[src/rtl/sigmoid_pwl_seed.sv]
// Three-stage seed generator for the sigmoid reciprocal: y0 ~= 1/(1 + e^-x) via
// normalise-to-[1,2), linear fit C0 - C1*m, then denormalise; valid/ready with full backpressure.
module sigmoid_pwl_seed #(
  parameter int TAG_W = 4,
  parameter int C0    = 92521,
  parameter int C1    = 30840
) (
  input  logic             clk,
  input  logic             rst_n,
  input  logic             in_valid,
  output logic             in_ready,
  input  logic [19:0]      exp_in,
  input  logic [TAG_W-1:0] in_tag,
  output logic             out_valid,
  input  logic             out_ready,
  output logic [19:0]      pwl_out,
  output logic [19:0]      exp_out,
  output logic [TAG_W-1:0] out_tag
);

  localparam logic [16:0] C0_L = 17'(C0);
  localparam logic [15:0] C1_L = 16'(C1);

  function automatic logic [2:0] lead_one(input logic [4:0] hi);
    logic [2:0] k;
    casez (hi)
      5'b1????: k = 3'd4;
      5'b01???: k = 3'd3;
      5'b001??: k = 3'd2;
      5'b0001?: k = 3'd1;
      default:  k = 3'd0;
    endcase
    return k;
  endfunction

  logic             v1_r, v2_r, v3_r;
  logic             en1_s, en2_s, en3_s;
  logic [20:0]      d1_r;
  logic [2:0]       k1_r, k2_r;
  logic [19:0]      exp1_r, exp2_r, exp3_r;
  logic [TAG_W-1:0] tag1_r, tag2_r, tag3_r;
  logic [15:0]      p2_r;
  logic [19:0]      pwl3_r;

  logic [20:0]      d_s;
  logic [2:0]       k_s;
  logic [16:0]      m_s;
  logic [15:0]      p_s;
  logic [16:0]      y_s;
  logic [19:0]      pwl_s;

  // Stage load enables: a stage loads when empty or when its content moves on.
  always_comb begin
    en3_s = !v3_r || out_ready;
    en2_s = !v2_r || en3_s;
    en1_s = !v1_r || en2_s;
  end

  assign in_ready = en1_s;

  // Datapath: denominator/exponent, normalised product, denormalised seed.
  always_comb begin
    d_s   = 21'd65536 + {1'b0, exp_in};
    k_s   = lead_one(d_s[20:16]);
    m_s   = 17'(d1_r >> k1_r);
    p_s   = 16'(({16'd0, C1_L} * {15'd0, m_s}) >> 16);
    y_s   = C0_L - {1'b0, p2_r};
    pwl_s = {3'b000, y_s >> k2_r};
  end

  // S1: capture d, its exponent and the sideband.
  always_ff @(posedge clk or negedge rst_n) begin
    if (!rst_n) begin
      v1_r   <= 1'b0;
      d1_r   <= 21'd0;
      k1_r   <= 3'd0;
      exp1_r <= 20'd0;
      tag1_r <= '0;
    end else if (en1_s) begin
      v1_r   <= in_valid;
      d1_r   <= d_s;
      k1_r   <= k_s;
      exp1_r <= exp_in;
      tag1_r <= in_tag;
    end
  end

  // S2: scaled slope term of the linear fit.
  always_ff @(posedge clk or negedge rst_n) begin
    if (!rst_n) begin
      v2_r   <= 1'b0;
      p2_r   <= 16'd0;
      k2_r   <= 3'd0;
      exp2_r <= 20'd0;
      tag2_r <= '0;
    end else if (en2_s) begin
      v2_r   <= v1_r;
      p2_r   <= p_s;
      k2_r   <= k1_r;
      exp2_r <= exp1_r;
      tag2_r <= tag1_r;
    end
  end

  // S3: output register; holds while the consumer stalls.
  always_ff @(posedge clk or negedge rst_n) begin
    if (!rst_n) begin
      v3_r   <= 1'b0;
      pwl3_r <= 20'd0;
      exp3_r <= 20'd0;
      tag3_r <= '0;
    end else if (en3_s) begin
      v3_r   <= v2_r;
      pwl3_r <= pwl_s;
      exp3_r <= exp2_r;
      tag3_r <= tag2_r;
    end
  end

  assign out_valid = v3_r;
  assign pwl_out   = pwl3_r;
  assign exp_out   = exp3_r;
  assign out_tag   = tag3_r;

endmodule

[config.mk]
export PLATFORM = sky130hd
export DESIGN_NAME = sigmoid_pwl_seed
export DESIGN_NICKNAME = d
export VERILOG_FILES = /design/src/rtl/sigmoid_pwl_seed.sv
export SDC_FILE = /design/constraint.sdc
export NUM_CORES = 1
export LEC_CHECK = 0
export CORE_ASPECT_RATIO = 1.2
export CORE_MARGIN = 3
export CORE_UTILIZATION = 43
export CTS_CLUSTER_SIZE = 16
export DETAILED_ROUTE_END_ITERATION = 8
export GPL_TIMING_DRIVEN = 0
export HOLD_SLACK_MARGIN = 0.1
export PLACE_DENSITY_LB_ADDON = 0.3
export SKIP_CTS_REPAIR_TIMING = 1
export SYNTH_ARGS = -nofsm -noshare
export SYNTH_HDL_FRONTEND = slang
export SYNTH_SLANG_ARGS = --single-unit
[constraint.sdc]
create_clock -name clk -period 9 [get_ports clk]
set_input_delay 1.8 -clock clk [delete_from_list [all_inputs] [get_ports clk]]
set_output_delay 1.8 -clock clk [all_outputs]
set_load 0.05 [all_outputs]
---- Word-level counts from Yosys, hierarchy flattened ----
Index checks and enable logic that the tools add are counted.
word-level totals
  flip-flop bits (word level) ............. 135
  latch bits .............................. 0
  bits in writable memories ............... 0
  ROM bits ................................ 0
  output and inout port bits .............. 46
  logic and storage cells ................. 29
  memories ................................ 0
operators by class
  add/sub/neg operators ................... 2
  multiply operators ...................... 1
  divide/modulo/power cells ............... 0
  order comparisons ....................... 0
  eq/ne operators ......................... 3
  shifts and indexed selects .............. 2
  muxes and demuxes ....................... 1
  bitwise operators ....................... 0
  reduce and logical (&&, ||, !) cells .... 6
operators with widths
  kind                    number
  $mul 12x17->29 const A  1
  $add 17x20->21 const A  1
  $shr 21x3->17           1
  $shr 17x3->17           1
  $sub 17x16->17 const A  1
  $pmux 3 s4              1
  $eq 4x1->1 const B      1
  $eq 3x1->1 const B      1
  $logic_not 1->1         3
  $logic_or 1x1->1        3
  $eq 2x1->1 const B      1

---- Longest topological paths before layout ----
  depth in word-level cells ............... 4
  depth in mapped cells ................... 26
  mapped depth without buffers ............ 24

---- Least setup slack after synthesis ----
No wires, ideal clock.
  path kind ............................... register to register
  start point ............................. register k1_r[0]
  end point ............................... register p2_r[14]
  data arrival time ....................... 6.167 ns
  required time ........................... 8.901 ns
  path slack .............................. 2.734 ns
  stages on the path, launching flop included .. 21
  clock period less this slack ............ 6.266 ns
  cell sequence ........................... dfrtp_1 > clkbuf_1 > buf_1 > mux4_2 > a21oi_1 > fa_1 > inv_1 > fa_1 > fa_1 > inv_1 > fa_1 > inv_1 > fa_1 > ha_1 > a21oi_1 > o22ai_1 > a2111oi_2 > o31ai_4 > a221oi_4 > nor2_1 > a311oi_1
on the way
  longest elaborated chain between the ends .. 2
ends and longest elaborated chain
  element                 RTL line  RTL
  from (decl)             39        logic [2:0] k1_r, k2_r;
  from (signal assigned)  82        k1_r <= k_s;
  $shr 21x3->17           65        m_s = 17'(d1_r >> k1_r);
  $mul 12x17->29          66        p_s = 16'(({16'd0, C1_L} * {15'd0, m_s}) >> 16);
  to (signal assigned)    98        p2_r <= p_s;
  to (decl)               42        logic [15:0] p2_r;
Every way passes these cells.
A chain may end at the register's enable or synchronous reset.

---- Final worst setup path ----
Same ends and word-level chain as after synthesis.

==> reports/results.tsv <==
metric	value	unit
status	complete, no violations	
cts_sinks	118	
rsz0062_at_grt	no	
synth-seq-area-share	30.8	%
htreeDepth	4	
setup_viol	0	
drt_first_iter_violations	373	
worst-path-max-fanout	10	
start_util	43.9	%
finalCritPeriodShare	80.1	%
min_from	out_tag[3]	
syn_avg_cell_area	9.13	um2
cts_tree	done	
via_count	7468	
rr_startpoint	k1_r[0]	
synth_top_family_by_area	adder cells	
post-route-drc-count	0	
hpwl	17600	um
hold_depth	2	
avgViaCountPerCell	5.23	
worst-setup-path-type	reg -> reg	
grt_overflow_total	0	
path_clk_slew	60	ps
grt_max_degree	80	
insertion_delay	410	ps
slew_viol_final	0	
cts_buffers	17	
most-common-layout-cells	215 x nand2_1, 134 x inv_1, 118 x dfrtp_1	
syn_area	0.00960	mm2
netlist_instances	1052	
yosys_warnings	0	
drive_gt1_share	9.00	%
max-cap-violations	0	
io_pins	74	
grt_util_all_layers	19.3	%
critPathArrivalTime	7500	ps
synth-edff-count	0	
antennaDiodeCount	0	
cts-root-buf	clkbuf_16	
die-area	0.0242	mm2
yosys-top-cells-area	dfrtp_1 31%, fa_1 14%, ha_1 10%, nand2_1 8.4%, inv_1 5.2%	
skew	11.0	ps
cp-start-kind	flip-flop	
ys_ff_latch	118	
synth_top_flop_cell	dfrtp_1	
mostFrequentLayoutCell	nand2_1	
gp_congestion	0.918	
yosys.area_share.simple	14.1	%
finalWirelength	22300	um
coreArea	0.0219	mm2
synth_compound_area_share	12.9	%
io_buffers	68	
r2r-end	p2_r[14]	
drtPass1Iterations	7	
synth_top_area_share	30.8	%
ys_types	71	
relSlewSlack	27.0	%
area.growth.synth_to_final	17.7	%
avgRoutedWirePerCell	15.6	um
min_period	7210	ps
synthMuxAreaShare	7.88	%
tightest_slew	1080	ps
rr_worst_depth	22	
synth_fa_ha_area_share	23.7	%
die_h	170	um
cts_buffer_depth	2	
r2r_slack	1790	ps
ant_nets	0	
finalSetupTns	0	ps
die_width	142	um
min_path_type	reg -> reg	
min_to	out_tag[3]	
critPathCaptureType	flip-flop	
synthXorXnorAreaFrac	2.92	%
grt_pass1_wl	38300	um
synth_top_area_cell	dfrtp_1	
async_flop_share	100	%
worstPathRequired	9290	ps
grt_pass1_vias	7542	
place_area	0.0107	mm2
placement_rows	59	
stdcell_area	0.0113	mm2
final_hold_viol_count	0	
fmax	139	MHz
final_nets	1313	
antenna_found_initial	0	
==> flip-flops by register name (all words and copies together) (netlist names), 4 cells and up <==
name and count:
p2_r 16, exp2_r 20, exp1_r 4, exp_out 20, out_tag 4, pwl_out 17
tag1_r 4, tag2_r 4, d1_r 21
==> how the worst max path moves through the flow <==
| stage | to | start | cells after the start | slack [ps] |
|---|---|---|---|---|
| after floorplan | p2_r[14] | k1_r[0] | 20 | 2730 |
| after global placement | p2_r[5] | rst_n | 1 | 1580 |
| after detailed placement | p2_r[12] | k1_r[0] | 22 | 1880 |
| after CTS | p2_r[14] | k1_r[0] | 22 | 1790 |
| after global routing | p2_r[14] | k1_r[0] | 22 | 1280 |
| final | p2_r[14] | k1_r[0] | 22 | 1790 |
==> critical path: stages (launching register included) <==
cell and delay (ps):
dfrtp_1 330, clkbuf_1 310, buf_2 310, clkbuf_1 410
mux2i_1 140, nor2_1 110, a21oi_1 60, o21ai_0 650
fa_1 620, fa_1 490, fa_1 540, inv_1 60
fa_1 530, inv_1 50, fa_1 480, ha_1 330
nand3_2 100, o22ai_1 150, a2111oi_2 510, o31ai_4 150
a221oi_4 380, nor2_1 90, a311oi_1 290
==> synth_stat cells (7+ instances only) <==
library cell,instances
a211oi_1,17
a21o_1,9
a21oi_1,52
and2_1,8
buf_2,9
clkbuf_1,33
dfrtp_1,118
fa_1,65
ha_1,78
inv_1,134
mux2_2,33
mux2i_1,25
nand2_1,215
nand2b_1,8
nand3_1,13
nor2_1,44
nor2b_1,7
nor3_1,8
o21a_1,8
o21ai_0,43
xnor2_1,21
xor2_1,11
==> stage by stage <==
| step | util, % | worst slack (ps) | hold WS (ps) | instances |
|---|---|---|---|---|
| 2_1_floorplan | - | 2730 | 435 | 1054 |
| 3_3_place_gp | 48.7 | 1580 | 449 | 1396 |
| 3_5_place_dp | 48.8 | 1880 | 455 | 1397 |
| 4_1_cts | 51.7 | 1790 | 468 | 1429 |
| 5_1_grt | 51.7 | 1280 | 479 | 1429 |
| 6_report | 51.7 | 1790 | 460 | 1429 |
==> cell type report <==
type | count | area, um2
Fill cell | 2019 | 10500
Multi-Input combinational cell | 748 | 5920
Sequential cell | 118 | 2950
Timing Repair Buffer | 69 | 709
Inverter | 136 | 510
Clock buffer | 17 | 425
Tap cell | 274 | 343
Buffer | 52 | 225
Clock inverter | 15 | 218
==> kinds of logic (layout without fill, tap and decap cells) <==
logic type | Yosys count | in the layout
compound gates | 186 | 186
xor+xnor | 32 | 32
fa+ha+maj | 143 | 143
buf+inv | 188 | 289
flops | 118 | 118
mux | 64 | 64
other cells | 1 | 3
simple gates | 320 | 320
==> routing by layer <==
layer	track usage, %	vias to the layer above	wire, um
met5	0	-	0
met4	4.67	0	310
met3	2.00	21	570
met2	33.5	158	11300
met1	26.0	3622	10100
li1	-	3667	-
Power is not shown: default switching activity piles up to over one toggle a cycle in this logic, so the estimate is an artifact.
